**src/rtl/jtag_pkg.sv**
```systemverilog
// Shared TAP definitions: state encoding (IEEE 1149.1 values), opcodes and IR decode helpers.
package jtag_pkg;

  localparam int IR_W = 4;

  typedef logic [3:0] tap_state_t;

  localparam tap_state_t ST_EX2DR = 4'h0;
  localparam tap_state_t ST_EX1DR = 4'h1;
  localparam tap_state_t ST_SHDR  = 4'h2;
  localparam tap_state_t ST_PAUDR = 4'h3;
  localparam tap_state_t ST_SELIR = 4'h4;
  localparam tap_state_t ST_UPDDR = 4'h5;
  localparam tap_state_t ST_CAPDR = 4'h6;
  localparam tap_state_t ST_SELDR = 4'h7;
  localparam tap_state_t ST_EX2IR = 4'h8;
  localparam tap_state_t ST_EX1IR = 4'h9;
  localparam tap_state_t ST_SHIR  = 4'hA;
  localparam tap_state_t ST_PAUIR = 4'hB;
  localparam tap_state_t ST_RTI   = 4'hC;
  localparam tap_state_t ST_UPDIR = 4'hD;
  localparam tap_state_t ST_CAPIR = 4'hE;
  localparam tap_state_t ST_TLR   = 4'hF;

  localparam logic [IR_W-1:0] OP_IDCODE  = 4'h1;
  localparam logic [IR_W-1:0] OP_USER    = 4'h8;
  localparam logic [IR_W-1:0] OP_BYPASS  = 4'hF;
  localparam logic [IR_W-1:0] IR_CAPTURE = 4'b0001;

  typedef enum logic [1:0] {DR_BYPASS, DR_IDCODE, DR_USER} dr_sel_t;

  // Unknown opcodes fall back to BYPASS.
  function automatic dr_sel_t decode_ir(input logic [IR_W-1:0] op);
    case (op)
      OP_IDCODE: decode_ir = DR_IDCODE;
      OP_USER:   decode_ir = DR_USER;
      OP_BYPASS: decode_ir = DR_BYPASS;
      default:   decode_ir = DR_BYPASS;
    endcase
  endfunction

  function automatic logic is_ir_path(input tap_state_t s);
    is_ir_path = (s inside {ST_CAPIR, ST_SHIR, ST_EX1IR, ST_PAUIR, ST_EX2IR, ST_UPDIR});
  endfunction

endpackage

```
**src/rtl/jtag_tap_fsm.sv**
```systemverilog
// Combinational next-state logic of the 16-state TAP controller, advanced on sampled tms.
module jtag_tap_fsm
  import jtag_pkg::*;
(
  input  tap_state_t state_i,
  input  logic       tms_i,
  output tap_state_t state_o
);

  always_comb begin
    state_o = ST_TLR;
    case (state_i)
      ST_TLR:   state_o = tms_i ? ST_TLR   : ST_RTI;
      ST_RTI:   state_o = tms_i ? ST_SELDR : ST_RTI;
      ST_SELDR: state_o = tms_i ? ST_SELIR : ST_CAPDR;
      ST_CAPDR: state_o = tms_i ? ST_EX1DR : ST_SHDR;
      ST_SHDR:  state_o = tms_i ? ST_EX1DR : ST_SHDR;
      ST_EX1DR: state_o = tms_i ? ST_UPDDR : ST_PAUDR;
      ST_PAUDR: state_o = tms_i ? ST_EX2DR : ST_PAUDR;
      ST_EX2DR: state_o = tms_i ? ST_UPDDR : ST_SHDR;
      ST_UPDDR: state_o = tms_i ? ST_SELDR : ST_RTI;
      ST_SELIR: state_o = tms_i ? ST_TLR   : ST_CAPIR;
      ST_CAPIR: state_o = tms_i ? ST_EX1IR : ST_SHIR;
      ST_SHIR:  state_o = tms_i ? ST_EX1IR : ST_SHIR;
      ST_EX1IR: state_o = tms_i ? ST_UPDIR : ST_PAUIR;
      ST_PAUIR: state_o = tms_i ? ST_EX2IR : ST_PAUIR;
      ST_EX2IR: state_o = tms_i ? ST_UPDIR : ST_SHIR;
      ST_UPDIR: state_o = tms_i ? ST_SELDR : ST_RTI;
      default:  state_o = ST_TLR;
    endcase
  end

endmodule

```
**src/rtl/jtag_tap.sv**
```systemverilog
// JTAG TAP oversampled by clk, with IDCODE, USER and BYPASS data registers.
// Define JTAG_TAP_SYNC_EN to add 2-flop synchronizers on tck/tms/tdi (3 clk pin-to-action).
module jtag_tap
  import jtag_pkg::*;
#(
  parameter int          DEFAULT    = 32,
  parameter logic [31:0] IDCODE_VAL = 32'h1000_0001
) (
  input  logic               clk,
  input  logic               rst,
  input  logic               tck,
  input  logic               tms,
  input  logic               tdi,
  output logic               tdo,
  output logic               tdo_oe,
  output logic [3:0]         tap_state,
  output logic [IR_W-1:0]    ir,
  input  logic [DEFAULT-1:0] user_in,
  output logic [DEFAULT-1:0] user_out,
  output logic               user_upd
);

  logic tck_s, tms_s, tdi_s;

`ifdef JTAG_TAP_SYNC_EN
  logic [1:0] tck_sync_q, tms_sync_q, tdi_sync_q;

  always_ff @(posedge clk or posedge rst) begin
    if (rst) begin
      tck_sync_q <= 2'b00;
      tms_sync_q <= 2'b00;
      tdi_sync_q <= 2'b00;
    end else begin
      tck_sync_q <= {tck_sync_q[0], tck};
      tms_sync_q <= {tms_sync_q[0], tms};
      tdi_sync_q <= {tdi_sync_q[0], tdi};
    end
  end

  assign tck_s = tck_sync_q[1];
  assign tms_s = tms_sync_q[1];
  assign tdi_s = tdi_sync_q[1];
`else
  assign tck_s = tck;
  assign tms_s = tms;
  assign tdi_s = tdi;
`endif

  // A single history bit means rise and fall are mutually exclusive per clk.
  logic tck_hist_q;
  logic rise, fall;

  always_ff @(posedge clk or posedge rst) begin
    if (rst) tck_hist_q <= 1'b0;
    else     tck_hist_q <= tck_s;
  end

  assign rise = tck_s & ~tck_hist_q;
  assign fall = ~tck_s & tck_hist_q;

  tap_state_t state_q, state_d;

  jtag_tap_fsm u_fsm (
    .state_i (state_q),
    .tms_i   (tms_s),
    .state_o (state_d)
  );

  logic [IR_W-1:0]    ir_q, ir_sr_q;
  logic [31:0]        id_sr_q;
  logic [DEFAULT-1:0] user_sr_q, user_out_q;
  logic               byp_q, tdo_q, user_upd_q;
  dr_sel_t            dr_sel;
  logic               sel_lsb;

  assign dr_sel = decode_ir(ir_q);

  always_comb begin
    sel_lsb = byp_q;
    if (is_ir_path(state_q))     sel_lsb = ir_sr_q[0];
    else if (dr_sel == DR_IDCODE) sel_lsb = id_sr_q[0];
    else if (dr_sel == DR_USER)   sel_lsb = user_sr_q[0];
  end

  always_ff @(posedge clk or posedge rst) begin
    if (rst) begin
      state_q    <= ST_TLR;
      ir_q       <= OP_IDCODE;
      ir_sr_q    <= '0;
      id_sr_q    <= '0;
      user_sr_q  <= '0;
      byp_q      <= 1'b0;
      tdo_q      <= 1'b0;
      user_out_q <= '0;
      user_upd_q <= 1'b0;
    end else begin
      user_upd_q <= 1'b0;
      if (rise) begin
        state_q <= state_d;
        case (state_q)
          ST_CAPIR: ir_sr_q <= IR_CAPTURE;
          ST_SHIR:  ir_sr_q <= {tdi_s, ir_sr_q[IR_W-1:1]};
          ST_CAPDR: begin
            case (dr_sel)
              DR_IDCODE: id_sr_q   <= IDCODE_VAL;
              DR_USER:   user_sr_q <= user_in;
              default:   byp_q     <= 1'b0;
            endcase
          end
          ST_SHDR: begin
            case (dr_sel)
              DR_IDCODE: id_sr_q   <= {tdi_s, id_sr_q[31:1]};
              DR_USER:   user_sr_q <= {tdi_s, user_sr_q[DEFAULT-1:1]};
              default:   byp_q     <= tdi_s;
            endcase
          end
          default: ;
        endcase
        // Update actions fire on entry; the shift registers are stable in Exit/Pause states.
        if (state_d == ST_TLR) begin
          ir_q <= OP_IDCODE;
        end else if (state_d == ST_UPDIR) begin
          ir_q <= ir_sr_q;
        end else if (state_d == ST_UPDDR && dr_sel == DR_USER) begin
          user_out_q <= user_sr_q;
          user_upd_q <= 1'b1;
        end
      end else if (fall) begin
        tdo_q <= sel_lsb;
      end
    end
  end

  assign tdo       = tdo_q;
  assign tdo_oe    = (state_q == ST_SHIR) || (state_q == ST_SHDR);
  assign tap_state = state_q;
  assign ir        = ir_q;
  assign user_out  = user_out_q;
  assign user_upd  = user_upd_q;

endmodule
```
**config.mk**
```make
export PLATFORM = sky130hd
export DESIGN_NAME = jtag_tap
export DESIGN_NICKNAME = d
export VERILOG_FILES = /design/src/rtl/jtag_pkg.sv /design/src/rtl/jtag_tap_fsm.sv /design/src/rtl/jtag_tap.sv
export SDC_FILE = /design/constraint.sdc
export NUM_CORES = 1
export LEC_CHECK = 0
export BUFFER_PORTS_ARGS = -buffer_cell sky130_fd_sc_hd__buf_2
export CAP_MARGIN = 20
export CORE_ASPECT_RATIO = 0.5
export CORE_MARGIN = 4
export CORE_UTILIZATION = 50
export CTS_CLUSTER_SIZE = 28
export DETAILED_ROUTE_END_ITERATION = 8
export HOLD_SLACK_MARGIN = 0.08
export PLACE_DENSITY_LB_ADDON = 0.08
export SLEW_MARGIN = 20
export SYNTH_ARGS = -nofsm -noshare
export SYNTH_HDL_FRONTEND = slang
export SYNTH_SLANG_ARGS = --single-unit
```
**constraint.sdc**
```tcl
create_clock -name clk -period 3.6 [get_ports clk]
set_clock_uncertainty 0.05 [all_clocks]
set_input_delay 0.54 -clock clk [delete_from_list [all_inputs] [get_ports clk]]
set_output_delay 0.54 -clock clk [all_outputs]
set_load 0.05 [all_outputs]
```
# Yosys cells after proc, flatten, opt, wreduce, memory -nomap -nowiden
# Cells that the tools add are included.
[op_classes] muxes=33 reduce_logical=18 n_eq_ne=28 n_bitwise=7
[ops] op="$mux 32" n=4
[ops] op="$pmux 32 s2" n=2
[ops] op="$pmux 4 s12" n=1
[ops] op="$eq 4x4->1 const B" n=11
[ops] op="$eq 4x3->1 const B" n=5
[ops] op="$reduce_and 4->1" n=4
[ops] op="$mux 2" n=6
[ops] op="$mux 3" n=4
[ops] op="$mux 4" n=3
[ops] op="$ne 2x2->1 const B" n=6
[ops] op="$mux 1" n=10
[ops] op="$eq 4x1->1 const B" n=2
[ops] op="$eq 4x2->1 const B" n=2
[ops] op="$pmux 4 s2" n=1
[ops] op="$reduce_and 2->1" n=3
[ops] op="$reduce_bool 2->1" n=3
[ops] op="$reduce_bool 6->1" n=1
[ops] op="$reduce_or 2->1" n=3
[ops] op="$not 1->1" n=5
[ops] op="$logic_not 4->1" n=1
[ops] op="$pmux 2 s2" n=1
[ops] op="$reduce_or 3->1" n=1
[ops] op="$and 1x1->1" n=2
[ops] op="$eq 2x1->1 const B" n=1
[ops] op="4 further kinds" n=4
[word_totals] wordCells=96 out_inout_bits=43 register_bits=112 inputBits=37

# Longest topological paths before layout
[depth] depth_word=9 mapped_depth=8 mapped_depth_nobuf=8

# By module
# From an unflattened synthesis, not the netlist that was laid out.
[unflattened] hier_cells=435 area_unflattened_um2=4987.3
[modules_own_cells] module="jtag_tap" cells_each=418 seq_area_each_um2=2808.9 instances=1 area_each_um2=4884.7
[modules_own_cells] module="jtag_tap_fsm" cells_each=17 seq_area_each_um2=0.0 instances=1 area_each_um2=102.6

# Worst setup path after synthesis
# No wires, ideal clock.
[synth_path] path_type="register to output" from="register state_q[1] (netlist: tap_state[1])" to="output tdo_oe" path_slack_ps=1514 arrival_time_ps=1496 n_path_buf=0 path_stages_with_launch=3 t_required_ps=3010 path_cell_list="dfstp_2 nand2b_4 nor2_1"
[synth_between] elab_chain_len=2 word_cells_on_any_way=3 cone_classes="eq/ne: 2; reduce/logical: 1"
[synth_lines] item="start: declaration" line="jtag_tap.sv:61" text="tap_state_t state_q, state_d;"
[synth_lines] item="start signal: assignment" line="jtag_tap.sv:99" text="state_q <= state_d;"
[synth_lines] item="$eq 4x4->1 or $eq 4x2->1 (tied branches)" line="jtag_tap.sv:135" text="assign tdo_oe = (state_q == ST_SHIR) || (state_q == ST_SHDR);"
[synth_lines] item="$logic_or 1x1->1 (*)" line="jtag_tap.sv:135"
[synth_lines] item="end: declaration" line="jtag_tap.sv:15" text="output logic tdo_oe,"
# Every way passes the cells marked *; elsewhere a longest branch is shown, timed or not.

# Final worst setup path
[layout_path] from="register state_q[1] (netlist: tap_state[1])" to="register user_sr_q[28]"
[layout_between] elab_chain_len=3 word_cells_on_any_way=7 cone_classes="eq/ne: 4; mux: 1; reduce/logical: 2"
[layout_lines] item="$eq 4x3->1 or $eq 4x2->1 (tied branches)" line="jtag_tap.sv:100" text="case (state_q)"
[layout_lines] item="$ne 2x2->1 (no source line) or $reduce_bool 2->1 (tied branches)"
[layout_lines] item="$reduce_and 4->1 (no source line)"
[layout_lines] item="end signal: assignment" line="jtag_tap.sv:106" text="DR_USER: user_sr_q <= user_in;"
[layout_lines] item="end signal: assignment" line="jtag_tap.sv:113" text="DR_USER: user_sr_q <= {tdi_s, user_sr_q[DEFAULT-1:1]};"
[layout_lines] item="end: declaration" line="jtag_tap.sv:71" text="logic [DEFAULT-1:0] user_sr_q, user_out_q;"
# Several ways; a longest one is shown, not always the timed one.
# A chain may end at the register's enable or synchronous reset.

==> metrics.txt <==
# DRC 0; layout cells sized above 1 28.3%; setup repair after global routing missed its margin no; Crit Path Category reg -> reg; min cycle time layout 2.24 ns; leak pwr 2.81 nW; Data arrival, critical path 2.40 ns; I/O Pins 80; period utilisation layout 62.1%; initial antenna violation count 0; vias in the first global route 3224; MaxCap Viol Count 0; Worst Setup Start Kind flip-flop; Chip Width roughly 150 microns; internal power 2.28 mW; clk sink count 112; synth unique cells 42; FF+latch count, synth ~110; Starting Density 52.4%; post-CTS setup buffers 0; synthesis-to-finish area growth 14.3%; drt initial violations 199; Synth top area share between 50% and 60%; most common cell after layout, fill and taps aside dfrtp_1; Seq pwr share 47.0%; register area share after synthesis between 50% and 60%; Longest Clk Path Bufs 2; detailed-route vias per instance 5.14; CTS buffer count 9; wire per inst 14.4 microns; setup violators final 0; Worst-Margin Slew 0.853 ns; syn_nets 485; die height 79.1 microns; FMAX 447 MHz; # fillers 845; yosys warns 0; Final Net Count ~550; Pwr Density 613 nW/um^2; DRT Pass-1 Iters 4; Worst setup EP type flip-flop; relative slew slack 43.1%; die area 11900 sq um; Sequential Area 2810 sq um; most common flop cell mapped by yosys dfrtp_1; Slew Limit Fails 0; sw frac 35.7%; Ant. Diodes 0; Worst Setup SP tap_state[1]; R2R Setup Slk ~1.4 ns; maximum vdd drop around 500 uV; area occupied by multi-input gates 2020 sq um; synthesized area per cell 11.3 sq um; CTS tree done; H-tree levels 3; overall routed net length approximately 9.4 mm; outcome completed; num rows 25; Vias 3344; Hold Path Class in -> async; residual overflow from global routing 0; commonest non-fill, non-tap cells in the layout dfrtp_1 (107), nand2_1 (97), buf_2 (79); TNS Setup 0 ns; first-pass GRT wire length 16.0 mm; total power 3.54 mW; Clk pwr share 28.0%; ANT nets after route 0; CP max FO 62; Cells after Synth 446; Clock Pin Slew Worst Setup and Hold Paths 0.08 ns; synthesized area a little over 5000 sq um; required time of the critical path 3.76 ns; # port buffers 79; P_sw 1.26 mW; dpl hpwl 6.17 mm; Reg2Reg Launch Point tap_state[1]; routability cong. 0.783; Logic pwr share 25.0%; Worst-Skew Late Latency between 0.3 and 0.4 ns; post-synth top area cell dfrtp_1; global-route usage over all layers 16.8%; Post-CTS Hold Fix Bufs 0; Async SR Flop Fraction 100%; number of enable flip-flop cells after synthesis 0; synth top area cells dfrtp_1 (53%), mux2_4 (8.6%), nand2_1 (7.2%); largest net degree at the start of global routing 65; final hold vios 0; Core ar. 9630 sq um; Post-CTS Resized 0; CTS Root Cell clkbuf_16
-- cells in the mapped netlist, types with 4 or more instances --
cell and number:
dfrtp_1 107, nand2_1 97, o21ai_0 42, mux2i_1 34, o21ai_1 30, mux2_4 29
buf_2 14, inv_1 9, nor2_1 9, buf_6 7, nand3b_1 7, a21oi_1 5
dfstp_2 5, mux2_2 5, clkbuf_2 4
-- metrics by stage --
stage | hold slack [ns] | instances | setup WS, ns | util, % | instance area [sq um]
CTS | 0.262 | 650 | 1.38 | 59.9 | 5770
global placement | 0.411 | 634 | 1.42 | 56.8 | 5470
finish | 0.228 | 650 | 1.36 | 59.9 | 5770
detailed placement | 0.421 | 634 | 1.39 | 56.8 | 5470
floorplan | 0.400 | 446 | 0.0593 | - | 5050
global route | 0.287 | 650 | 1.24 | 59.9 | 5770
-- kinds of logic (layout without fill, tap and decap cells) --
family | Yosys count | after routing | synth area share [%]
AO/OA/AOI/OAI | 87 | 87 | 9.32
XOR/XNOR | 1 | 1 | 0.174
adder cells (fa/ha/maj) | 2 | 2 | 0.496
buffers and inverters | 38 | 107 | 4.54
flip-flops | 112 | 112 | 55.6
multiplexers | 68 | 68 | 16.5
AND/OR/NAND/NOR | 138 | 138 | 13.4
-- power by group through the flow --
stage                     sequential [mW]  clock [mW]  combinational [mW]
after floorplan                      1.76           0               0.640
after global placement               1.68           0               0.880
after detailed placement             1.69           0               0.896
after CTS                            1.66        1.02               0.897
after global routing                 1.70        1.07               0.983
final                                1.66       0.992               0.883
-- final cells by class --
| type | count | share of cell area (%) |
|---|---|---|
| Multi-Input combinational cell | 296 | 34.9 |
| Sequential cell | 112 | 48.7 |
| Tap cell | 135 | 2.93 |
| Timing Repair Buffer | 82 | 7.67 |
| Clock buffer | 10 | 4.14 |
| Clock inverter | 6 | 1.02 |
| Inverter | 9 | 0.629 |
-- per-layer routing --
layer / share of wire (%) / global-route usage (%) / routed length, microns / vias up
met5: 0 / 0 / 0 / -
met4: 0.39 / 3.56 / 37 / 0
met3: 4.1 / 4.45 / 386 / 5
met2: 46 / 26.5 / 4300 / 52
met1: 50 / 23.6 / 4660 / 1638
li1: - / - / - / 1649
-- critical path: stages (launching register included) --
cell      delay [ns]
dfstp_2         0.72
nand2b_4        0.12
nor3_4          0.12
buf_4           0.65
mux2i_1         0.29
o21ai_1         0.07
-- registers in the layout (all words and copies together) (netlist names) --
signal / count
tap_state: 4
tck_hist_q: 1
ir: 4
user_out: 32
id_sr_q: 32
user_sr_q: 32
byp_q: 1
tdo: 1
ir_sr_q: 4
user_upd: 1
-- worst paths after layout --
kind | to | depth (start not counted)
max | user_sr_q[28] | 5
min | user_out[26] | 2
max reg2reg | user_sr_q[28] | 5
min reg2reg | id_sr_q[2] | 2
max in group asynchronous | ir[0] | 3
min in group clk | tck_hist_q | 1
(Power assumes the default switching activity.)
